## src/rtl/quad_edge_rasterizer_if.sv

```systemverilog
// ---------------------------------------------------------------------------
// quad_edge_rasterizer_if
//
// Purpose:
//    Bundles the two conversations the quad rasterizer has with its
//    neighbours. The loader side carries the draw request, the four vertices
//    and the completion pulse. The framebuffer side carries the pixel
//    valid/ready handshake and its coordinates.
//
// Signals:
//    draw_lines        loader request, level, held high until line_done
//    x0..y3            quad vertices, valid while draw_lines is high
//    plot_ready        framebuffer writer accepts the current pixel
//    plot              pixel valid
//    px, py            pixel coordinates
//    busy              rasterizer is working on a quad
//    line_done         one-cycle pulse when the outline is complete
//
// Modports:
//    master            loader / framebuffer side (drives requests and ready)
//    slave             the rasterizer itself
// ---------------------------------------------------------------------------
interface quad_edge_rasterizer_if #(
   parameter int COORD_W = 10
);

   logic               draw_lines;
   logic [COORD_W-1:0] x0;
   logic [COORD_W-1:0] y0;
   logic [COORD_W-1:0] x1;
   logic [COORD_W-1:0] y1;
   logic [COORD_W-1:0] x2;
   logic [COORD_W-1:0] y2;
   logic [COORD_W-1:0] x3;
   logic [COORD_W-1:0] y3;
   logic               plot_ready;
   logic               plot;
   logic [COORD_W-1:0] px;
   logic [COORD_W-1:0] py;
   logic               busy;
   logic               line_done;

   modport master (
      output draw_lines, x0, y0, x1, y1, x2, y2, x3, y3, plot_ready,
      input  plot, px, py, busy, line_done
   );

   modport slave (
      input  draw_lines, x0, y0, x1, y1, x2, y2, x3, y3, plot_ready,
      output plot, px, py, busy, line_done
   );

endinterface

```

## src/rtl/quad_edge_rasterizer.sv

```systemverilog
// ---------------------------------------------------------------------------
// quad_edge_rasterizer
//
// Purpose:
//    Rasterizes the closed outline v0->v1->v2->v3->v0 of a quadrilateral with
//    integer Bresenham. It emits one pixel per cycle over a valid/ready
//    handshake and pulses line_done when the fourth edge has been walked.
//    Pixels beyond X_MAX/Y_MAX still cost one cycle each, but they are not
//    presented to the framebuffer writer.
//
// Ports:
//    clk               system clock
//    rst               synchronous, active-high reset
//    bus (slave)       loader request/vertices/line_done plus the pixel
//                      handshake (plot, plot_ready, px, py) and busy
// ---------------------------------------------------------------------------
module quad_edge_rasterizer #(
   parameter int COORD_W = 10,
   parameter int X_MAX   = 639,
   parameter int Y_MAX   = 479
) (
   input  logic                   clk,
   input  logic                   rst,
   quad_edge_rasterizer_if.slave  bus
);

   // Two guard bits let |B-A| and the negated dy sit in signed arithmetic
   // without overflow.
   localparam int W = COORD_W + 2;
   localparam logic signed [W-1:0] ONE       = W'(1);
   localparam logic signed [W-1:0] MINUS_ONE = -W'(1);
   localparam logic signed [W-1:0] X_LIMIT   = W'(X_MAX);
   localparam logic signed [W-1:0] Y_LIMIT   = W'(Y_MAX);

   typedef enum logic [1:0] {
      IDLE  = 2'd0,
      SETUP = 2'd1,
      PLOT  = 2'd2,
      DONE  = 2'd3
   } state_t;

   state_t                state_q, state_d;
   logic [1:0]            edgeIdx_q, edgeIdx_d;
   logic                  drawLines_q;
   logic [COORD_W-1:0]    vx_q [4];
   logic [COORD_W-1:0]    vx_d [4];
   logic [COORD_W-1:0]    vy_q [4];
   logic [COORD_W-1:0]    vy_d [4];
   logic signed [W-1:0]   cx_q, cx_d, cy_q, cy_d;
   logic signed [W-1:0]   dx_q, dx_d, dy_q, dy_d;
   logic signed [W-1:0]   err_q, err_d;
   logic                  sx_q, sx_d, sy_q, sy_d;

   logic                  start;
   logic [1:0]            edgeNext;
   logic signed [W-1:0]   ax, ay, bx, by;
   logic signed [W-1:0]   diffX, diffY, absX, absY;
   logic signed [W-1:0]   e2, stepX, stepY;
   logic                  clipped, atEnd, accept;

   // A request is a rising edge of the level draw_lines. The delay register
   // is cleared in reset so a request already high at release still counts.
   assign start    = bus.draw_lines & ~drawLines_q;
   assign edgeNext = edgeIdx_q + 2'd1;

   // Edge k runs from v[k] to v[k+1], with the 2-bit index wrapping back to v0.
   assign ax = $signed({2'b00, vx_q[edgeIdx_q]});
   assign ay = $signed({2'b00, vy_q[edgeIdx_q]});
   assign bx = $signed({2'b00, vx_q[edgeNext]});
   assign by = $signed({2'b00, vy_q[edgeNext]});

   // Edge setup terms: the absolute deltas used to load dx and dy.
   assign diffX = bx - ax;
   assign diffY = by - ay;
   assign absX  = diffX[W-1] ? -diffX : diffX;
   assign absY  = diffY[W-1] ? -diffY : diffY;

   // Bresenham step terms. The direction flags become +1/-1 increments.
   assign e2    = err_q <<< 1;
   assign stepX = sx_q ? ONE : MINUS_ONE;
   assign stepY = sy_q ? ONE : MINUS_ONE;

   // A clipped pixel is never offered to the writer, so it retires on its
   // own. A visible pixel waits for plot_ready.
   assign clipped = (cx_q > X_LIMIT) || (cy_q > Y_LIMIT);
   assign atEnd   = (cx_q == bx) && (cy_q == by);
   assign accept  = (state_q == PLOT) && (clipped || bus.plot_ready);

   // Outputs come straight from state and walker registers, so they only
   // change at accepted steps and hold steady while the writer stalls.
   assign bus.plot      = (state_q == PLOT) && !clipped;
   assign bus.px        = cx_q[COORD_W-1:0];
   assign bus.py        = cy_q[COORD_W-1:0];
   assign bus.busy      = (state_q != IDLE);
   assign bus.line_done = (state_q == DONE);

   // State register plus all walker and vertex registers. A reset returns
   // everything to idle, so an aborted quad never produces line_done.
   always_ff @(posedge clk) begin
      if (rst) begin
         state_q     <= IDLE;
         edgeIdx_q   <= 2'd0;
         drawLines_q <= 1'b0;
         vx_q        <= '{default: '0};
         vy_q        <= '{default: '0};
         cx_q        <= '0;
         cy_q        <= '0;
         dx_q        <= '0;
         dy_q        <= '0;
         err_q       <= '0;
         sx_q        <= 1'b0;
         sy_q        <= 1'b0;
      end else begin
         state_q     <= state_d;
         edgeIdx_q   <= edgeIdx_d;
         drawLines_q <= bus.draw_lines;
         vx_q        <= vx_d;
         vy_q        <= vy_d;
         cx_q        <= cx_d;
         cy_q        <= cy_d;
         dx_q        <= dx_d;
         dy_q        <= dy_d;
         err_q       <= err_d;
         sx_q        <= sx_d;
         sy_q        <= sy_d;
      end
   end

   // Next-state logic. IDLE captures the vertices. SETUP loads one edge.
   // PLOT walks the edge, and both Bresenham updates are computed from the
   // old err so diagonal steps match the textbook form. DONE lasts one cycle
   // and drives the line_done pulse.
   always_comb begin
      state_d   = state_q;
      edgeIdx_d = edgeIdx_q;
      vx_d      = vx_q;
      vy_d      = vy_q;
      cx_d      = cx_q;
      cy_d      = cy_q;
      dx_d      = dx_q;
      dy_d      = dy_q;
      err_d     = err_q;
      sx_d      = sx_q;
      sy_d      = sy_q;

      case (state_q)
         IDLE: begin
            if (start) begin
               vx_d[0]   = bus.x0;
               vy_d[0]   = bus.y0;
               vx_d[1]   = bus.x1;
               vy_d[1]   = bus.y1;
               vx_d[2]   = bus.x2;
               vy_d[2]   = bus.y2;
               vx_d[3]   = bus.x3;
               vy_d[3]   = bus.y3;
               edgeIdx_d = 2'd0;
               state_d   = SETUP;
            end
         end

         SETUP: begin
            cx_d    = ax;
            cy_d    = ay;
            dx_d    = absX;
            dy_d    = -absY;
            sx_d    = (bx >= ax);
            sy_d    = (by >= ay);
            err_d   = absX - absY;
            state_d = PLOT;
         end

         PLOT: begin
            if (accept) begin
               if (atEnd) begin
                  if (edgeIdx_q == 2'd3) begin
                     state_d = DONE;
                  end else begin
                     edgeIdx_d = edgeNext;
                     state_d   = SETUP;
                  end
               end else begin
                  if (e2 >= dy_q) begin
                     cx_d = cx_q + stepX;
                  end
                  if (e2 <= dx_q) begin
                     cy_d = cy_q + stepY;
                  end
                  err_d = err_q + ((e2 >= dy_q) ? dy_q : '0)
                                + ((e2 <= dx_q) ? dx_q : '0);
               end
            end
         end

         DONE: begin
            state_d = IDLE;
         end

         default: begin
            state_d = IDLE;
         end
      endcase
   end

endmodule

```

## src/flat_wrapper.sv

```systemverilog
// flat-port wrapper written by rule: the top's interface ports become plain ports
module quad_edge_rasterizer_flat 
#(
   parameter int COORD_W = 10,
   parameter int X_MAX   = 639,
   parameter int Y_MAX   = 479
)
  (clk, rst, bus_draw_lines, bus_x0, bus_y0, bus_x1, bus_y1, bus_x2, bus_y2, bus_x3, bus_y3, bus_plot_ready, bus_plot, bus_px, bus_py, bus_busy, bus_line_done);
  quad_edge_rasterizer_if #(.COORD_W(COORD_W)) bus_i ();
  input  logic clk;
  input  logic rst;
  input wire logic [$bits(bus_i.draw_lines)-1:0] bus_draw_lines;
  input wire logic [$bits(bus_i.x0)-1:0] bus_x0;
  input wire logic [$bits(bus_i.y0)-1:0] bus_y0;
  input wire logic [$bits(bus_i.x1)-1:0] bus_x1;
  input wire logic [$bits(bus_i.y1)-1:0] bus_y1;
  input wire logic [$bits(bus_i.x2)-1:0] bus_x2;
  input wire logic [$bits(bus_i.y2)-1:0] bus_y2;
  input wire logic [$bits(bus_i.x3)-1:0] bus_x3;
  input wire logic [$bits(bus_i.y3)-1:0] bus_y3;
  input wire logic [$bits(bus_i.plot_ready)-1:0] bus_plot_ready;
  output wire logic [$bits(bus_i.plot)-1:0] bus_plot;
  output wire logic [$bits(bus_i.px)-1:0] bus_px;
  output wire logic [$bits(bus_i.py)-1:0] bus_py;
  output wire logic [$bits(bus_i.busy)-1:0] bus_busy;
  output wire logic [$bits(bus_i.line_done)-1:0] bus_line_done;
  assign bus_i.draw_lines = bus_draw_lines;
  assign bus_i.x0 = bus_x0;
  assign bus_i.y0 = bus_y0;
  assign bus_i.x1 = bus_x1;
  assign bus_i.y1 = bus_y1;
  assign bus_i.x2 = bus_x2;
  assign bus_i.y2 = bus_y2;
  assign bus_i.x3 = bus_x3;
  assign bus_i.y3 = bus_y3;
  assign bus_i.plot_ready = bus_plot_ready;
  assign bus_plot = bus_i.plot;
  assign bus_px = bus_i.px;
  assign bus_py = bus_i.py;
  assign bus_busy = bus_i.busy;
  assign bus_line_done = bus_i.line_done;
  quad_edge_rasterizer #(.COORD_W(COORD_W), .X_MAX(X_MAX), .Y_MAX(Y_MAX)) u_core (.clk(clk), .rst(rst), .bus(bus_i));
endmodule
```

## config.mk

```make
export PLATFORM = sky130hd
export DESIGN_NAME = quad_edge_rasterizer_flat
export DESIGN_NICKNAME = d
export VERILOG_FILES = /design/src/rtl/quad_edge_rasterizer_if.sv /design/src/rtl/quad_edge_rasterizer.sv /design/src/flat_wrapper.sv
export SDC_FILE = /design/constraint.sdc
export NUM_CORES = 1
export LEC_CHECK = 0
export CAP_MARGIN = 20
export CORE_ASPECT_RATIO = 1.25
export CORE_UTILIZATION = 45
export DETAILED_ROUTE_END_ITERATION = 12
export MAX_ROUTING_LAYER = met4
export PLACE_DENSITY = 0.63
export SYNTH_ARGS = -nofsm -noshare
export SYNTH_HDL_FRONTEND = slang
export SYNTH_SLANG_ARGS = --single-unit
```

## constraint.sdc

```tcl
create_clock -name clk -period 12.62 [get_ports clk]
set_input_delay 1.262 -clock clk [delete_from_list [all_inputs] [get_ports clk]]
set_output_delay 1.262 -clock clk [all_outputs]
set_load 0.005 [all_outputs]
```

Word level (Yosys, flattened, before mapping)
Cells that the tools add are included.

word-level totals
  register bits after elaboration = 147
  input port bits = 84
  output and inout bits = 23
  word-level logic and storage cells = 109

cells by class
  $add $sub $neg = 11
  order comparisons = 8
  equal/unequal tests = 13
  mux-type cells = 39
  bitwise gates (word level) = 4
  reductions and logical operators = 16

operator list
  operator                                               count
  2-to-1 mux 12 bit                                      14
  binary-select mux 10 bit (select 2 bit)                4
  2-to-1 mux 10 bit                                      8
  case mux 12 bit (2 select lines)                       3
  adder 12 bit                                           4
  negator 12 bit                                         3
  equality test 12 x 11 -> 1 bit                         2
  subtractor 10 x 10 -> 11 bit                           2
  >= comparator 10 bit                                   2
  2-to-1 mux 2 bit                                       8
  >= comparator 12 bit                                   1
  > comparator 12 x 10 -> 1 bit, second input constant   1
  > comparator 12 x 11 -> 1 bit, second input constant   1
  <= comparator 12 bit                                   1
  subtractor 12 bit                                      1
  inequality test 2 bit, second input constant           4
  case mux 2 bit (4 select lines)                        1
  AND reduction 4 bit                                    2
  equality test 2 bit, second input constant             3
  >= comparator 3 bit, second input constant             2
  inequality test 2 x 1 -> 1 bit, second input constant  3
  inverter 2 -> 3 bit                                    2
  AND reduction 3 bit                                    2
  nonzero test 2 bit                                     3
  other kinds (11)                                       14

Depth between registers and ports, before layout
  depth in word-level cells = 10
  depth in mapped cells = 24
  depth with buffers taken out = 22

Worst setup path before layout
OpenSTA, ideal clock, no wires.

  kind = reg2reg
  from = reg u_core.edgeIdx_q[0]
  to = reg u_core.err_q[10]
  library setup time = 86 ps
  arrival time = 5658 ps
  data required time = 12534 ps
  path slack = 6877 ps
  stages on the path, launching flop included = 24
  buffers on the path = 5
  period minus slack after synthesis = 5743 ps
  cells stage by stage = dfxtp_1 -> buf_2 -> buf_2 -> buf_1 -> mux4_2 -> inv_1 -> ha_1 -> buf_2 -> a211oi_1 -> nor2_1 -> o31ai_1 -> buf_2 -> a21oi_1 -> nor2b_1 -> ha_1 -> a21o_1 -> a21oi_1 -> o21ai_0 -> o41ai_1 -> o21ai_0 -> a31o_2 -> a221oi_1 -> a211oi_1 -> a211oi_1

on the way
  longest elaborated chain between the ends = 10
  elaborated cells between the ends (all ways) = 28
  classes of those cells = add/sub: 6; eq/ne: 3; mux: 15; bitwise: 2; reduce/logical: 2

ends and longest elaborated chain
  what                                                        line                                                    source
  start, declared                                             quad_edge_rasterizer.sv:43                              logic [1:0] edgeIdx_q, edgeIdx_d;
  start signal, assigned                                      quad_edge_rasterizer.sv:115                             edgeIdx_q <= edgeIdx_d;
  adder 2 x 1 -> 2 bit                                        quad_edge_rasterizer.sv:64                              assign edgeNext = edgeIdx_q + 2'd1;
  inverter 2 -> 3 bit (not written as such)                   quad_edge_rasterizer.sv:69, quad_edge_rasterizer.sv:70
  binary-select mux 10 bit (select 2 bit) (on tied branches)  quad_edge_rasterizer.sv:69, quad_edge_rasterizer.sv:70
  2-to-1 mux 10 bit (on tied branches) (2 in a row)           quad_edge_rasterizer.sv:69, quad_edge_rasterizer.sv:70
  subtractor 10 x 10 -> 11 bit (on tied branches)             quad_edge_rasterizer.sv:73, quad_edge_rasterizer.sv:74
  negator 12 bit (on tied branches)                           quad_edge_rasterizer.sv:75, quad_edge_rasterizer.sv:76
  2-to-1 mux 12 bit (on tied branches)                        quad_edge_rasterizer.sv:75, quad_edge_rasterizer.sv:76
  subtractor 12 bit                                           quad_edge_rasterizer.sv:169                             err_d = absX - absY;
  case mux 12 bit (2 select lines)                            quad_edge_rasterizer.sv:146                             case (state_q)
  end signal, assigned                                        quad_edge_rasterizer.sv:123                             err_q <= err_d;
  end, declared                                               quad_edge_rasterizer.sv:51                              logic signed [W-1:0] err_q, err_d;

Parallel ways exist; a longest one is shown, timed or not. The select of a mux whose other input is x is not followed.
A chain may end at the register's enable or synchronous reset.

Worst setup path after layout
  from = reg u_core.edgeIdx_q[0]
  to = reg u_core.err_q[10]

on the way
  longest elaborated chain between the ends = 10
  elaborated cells between the ends (all ways) = 28
  classes of those cells = add/sub: 6; eq/ne: 3; mux: 15; bitwise: 2; reduce/logical: 2

ends and longest elaborated chain
  what                                                  line                         source
  adder 2 x 1 -> 2 bit                                  quad_edge_rasterizer.sv:64
  inverter 2 -> 3 bit (not written as such)             quad_edge_rasterizer.sv:69   assign bx = $signed({2'b00, vx_q[edgeNext]});
  binary-select mux 10 bit (select 2 bit)               quad_edge_rasterizer.sv:69
  2-to-1 mux 10 bit (not written as such) (2 in a row)  quad_edge_rasterizer.sv:69
  subtractor 10 x 10 -> 11 bit *                        quad_edge_rasterizer.sv:73   assign diffX = bx - ax;
  negator 12 bit                                        quad_edge_rasterizer.sv:75   assign absX = diffX[W-1] ? -diffX : diffX;
  2-to-1 mux 12 bit *                                   quad_edge_rasterizer.sv:75
  named net u_core.absX[1]                              quad_edge_rasterizer.sv:57   logic signed [W-1:0] diffX, diffY, absX, absY;
  subtractor 12 bit *                                   quad_edge_rasterizer.sv:169
  case mux 12 bit (2 select lines) *                    quad_edge_rasterizer.sv:146

Mark *: on every way through the listed nets, which the timed path passes. The rest lies on a longest branch. The select of a mux whose other input is x is not followed.

==> reports/results.ini <==
[clock_tree]
clk_path_buf_depth=2
cts-buffers-inserted=17
ctsHoldBuffers=0
h-tree-depth=4
postCtsSetupRepairBufs=0
clockRootBuffer=clkbuf_16
clock_latency_ns=0.44
cts.sink_count=146
cts.reportedPaths.clkPinSlew_ns=0.07
cts.repair.resized=0
tritoncts=built

[global_routing]
overflow=0
grt_pass1_vias=9371
grt_usage_pct=24.9
grt_max_degree=88
grt_pass1_wl_um=48200
grt_antenna_before_repair=0

[die]
die-area_mm2=0.0255
num_rows=64
die_h_um=178
start_util_pct=45.8
coreArea_mm2=0.0244
io_pins=107
die_x_um=143

[logic_synthesis]
postSynthCellCount=1390
seq_area_frac_synth_pct=26.1
synth_edf_count=0
synth_area_leaders=dfxtp_1 26%, ha_1 10%, nand2_1 8.6%, mux4_2 8.1%, a21oi_1 6.3%
yosysWarnings=0
synthArstFlopShare_pct=0
ys.flop_type=dfxtp_1
ys_ff_latch=146
synth.distinct_cells=72
syn-num-nets=1579
synth_top_area_cell=dfxtp_1
syn_area_mm2=0.0112
netlist.area_leader.share_pct=26.1
avgSynthCellArea_um2=8.04

[worst_setup_path]
cp_max_fo=43
required_ns=12.96
start_kind=flop
worst-setup-path-type=reg2reg
arrival_ns=6.79
r2r_cells=20
end_kind=flop

[hold_path]
holdPathStages=2
hold_path_class=reg2reg

[job]
maxCapViolCount=0

[routing]
drt-total-wl_um=29300
drtPass1Iterations=5
wl_per_cell_um=16.5
drcViolationCount=0
vias=9705
ant_nets=0
drt_iter0_markers=499
viasPerCell=5.45

[finish]
nets=1626
area_growth_pct=15.7
layout-drive-gt1-share_pct=7.52
nFillCells=2370
n_antenna_cell=0

[timing]
fin_skew_ns=0.0189
hold_ws_ns=0.457
grt_setup_unrepaired=false
hold_viol=0
fmax_ghz=0.155
tns_ns=0
setup_viol=0
period_needed_ns=6.45
fin_crit_sh_pct=51.1
drv_slew=0
tightest_slew_ns=1.05
relSlewSlack_pct=30.1

[place]
port_buffers=106
gp_congestion=0.885
hpwl_um=22300

[run_status]
status=finished, final reports clean

==> placed cells by master (no fill, tap or decap), types with 14 or more instances in the layout <==
cell type | netlist | layout
a211oi_1 | 29 | 29
a21o_1 | 16 | 16
a21oi_1 | 141 | 141
a311oi_1 | 22 | 22
clkbuf_16 | 0 | 17
clkdlybuf4s50_1 | 0 | 105
dfxtp_1 | 146 | 145
fa_1 | 16 | 16
ha_1 | 89 | 88
inv_1 | 99 | 99
mux2i_1 | 14 | 14
mux4_2 | 40 | 40
nand2_1 | 256 | 256
nand2b_1 | 17 | 17
nand3_1 | 21 | 21
nor2_1 | 103 | 102
nor2b_1 | 14 | 14
nor3_1 | 32 | 32
o21ai_0 | 29 | 29
xnor2_1 | 59 | 59
xor2_1 | 27 | 27
==> per-layer routing <==
layer / track usage [%] / vias up / share of wire [%]
met5: - / - / 0
met4: 8.42 / 0 / 2.3
met3: 3.01 / 35 / 3.0
met2: 40.8 / 208 / 47
met1: 31.7 / 4535 / 47
li1: - / 4927 / -
==> synthesized netlist by cell type (16+ instances only) <==
| library cell | instances |
|---|---|
| nand2b_1 | 17 |
| a21o_1 | 16 |
| a211oi_1 | 29 |
| dfxtp_1 | 146 |
| xor2_1 | 27 |
| ha_1 | 89 |
| nand3_1 | 21 |
| nand2_1 | 256 |
| nor2_1 | 103 |
| nor3_1 | 32 |
| clkbuf_1 | 51 |
| a21oi_1 | 141 |
| o21ai_0 | 29 |
| mux4_2 | 40 |
| xnor2_1 | 59 |
| inv_1 | 99 |
| buf_4 | 23 |
| fa_1 | 16 |
| a311oi_1 | 22 |
==> registers in the layout (all words and copies together) (netlist names) <==
register            flops
u_core.vx_q            40
u_core.drawLines_q      1
u_core.state_q          2
u_core.dx_q            12
u_core.cy_q            12
u_core.sy_q             1
u_core.err_q           11
u_core.cx_q            12
u_core.dy_q            12
u_core.sx_q             1
u_core.vy_q            40
u_core.edgeIdx_q        2
==> cell type report <==
class | count | area (um2) | area share, %
multi-input combinational | 1055 | 7460 | 57.7
sequential | 146 | 2920 | 22.6
timing repair buffer | 118 | 1170 | 9.03
clock buffer | 18 | 429 | 3.32
tap | 330 | 413 | 3.19
inverter | 99 | 372 | 2.87
clock inverter | 14 | 170 | 1.32
==> stage by stage <==
step                      std cells  util, %  area, um2  worst slack (ns)
after floorplan                1390        -      11200              6.88
final                          1780     53.0      12900              6.17
after global routing           1780     53.0      12900              5.62
after detailed placement       1748     50.5      12300              6.20
after CTS                      1780     53.0      12900              6.18
after global placement         1747     50.4      12300              5.96
==> logic make-up after synthesis <==
kind of cell               Yosys count  synth area share (%)
xor gates and xnor gates            87                  6.94
DFF                                146                  26.1
buffers and inverters              189                  7.22
and+or+nand+nor                    512                  20.6
muxes                               55                  9.41
adders and majority gates          105                  12.8
AOI/OAI and AO/OA                  296                  16.8
==> path summary, 6_finish.rpt <==
kind                        from          endpoint  slack [ns]
max          u_core.edgeIdx_q[0]  u_core.err_q[10]        6.17
min              u_core.dx_q[11]   u_core.dx_q[11]        0.46
max reg2reg  u_core.edgeIdx_q[0]  u_core.err_q[10]        6.17
min reg2reg      u_core.dx_q[11]   u_core.dx_q[11]        0.46
==> critical path, cell delays in order (launching register included) <==
cell	delay, ns
dfxtp_2	0.33
buf_4	0.52
mux4_2	0.60
ha_1	0.23
fa_1	0.41
nor2b_1	0.16
o21ai_0	0.09
nand2b_1	0.14
a311oi_1	0.11
nor3_1	0.83
a21oi_1	0.32
fa_1	0.50
a21o_1	0.18
a21oi_1	0.24
o21ai_0	0.18
o41ai_1	0.45
o21ai_0	0.25
a31o_2	0.27
a221oi_1	0.26
a211oi_1	0.08
a211oi_1	0.22
Power is left out: the tool's default activity adds up to more than one toggle a clock period on the data nets, which glitch-free logic cannot reach.
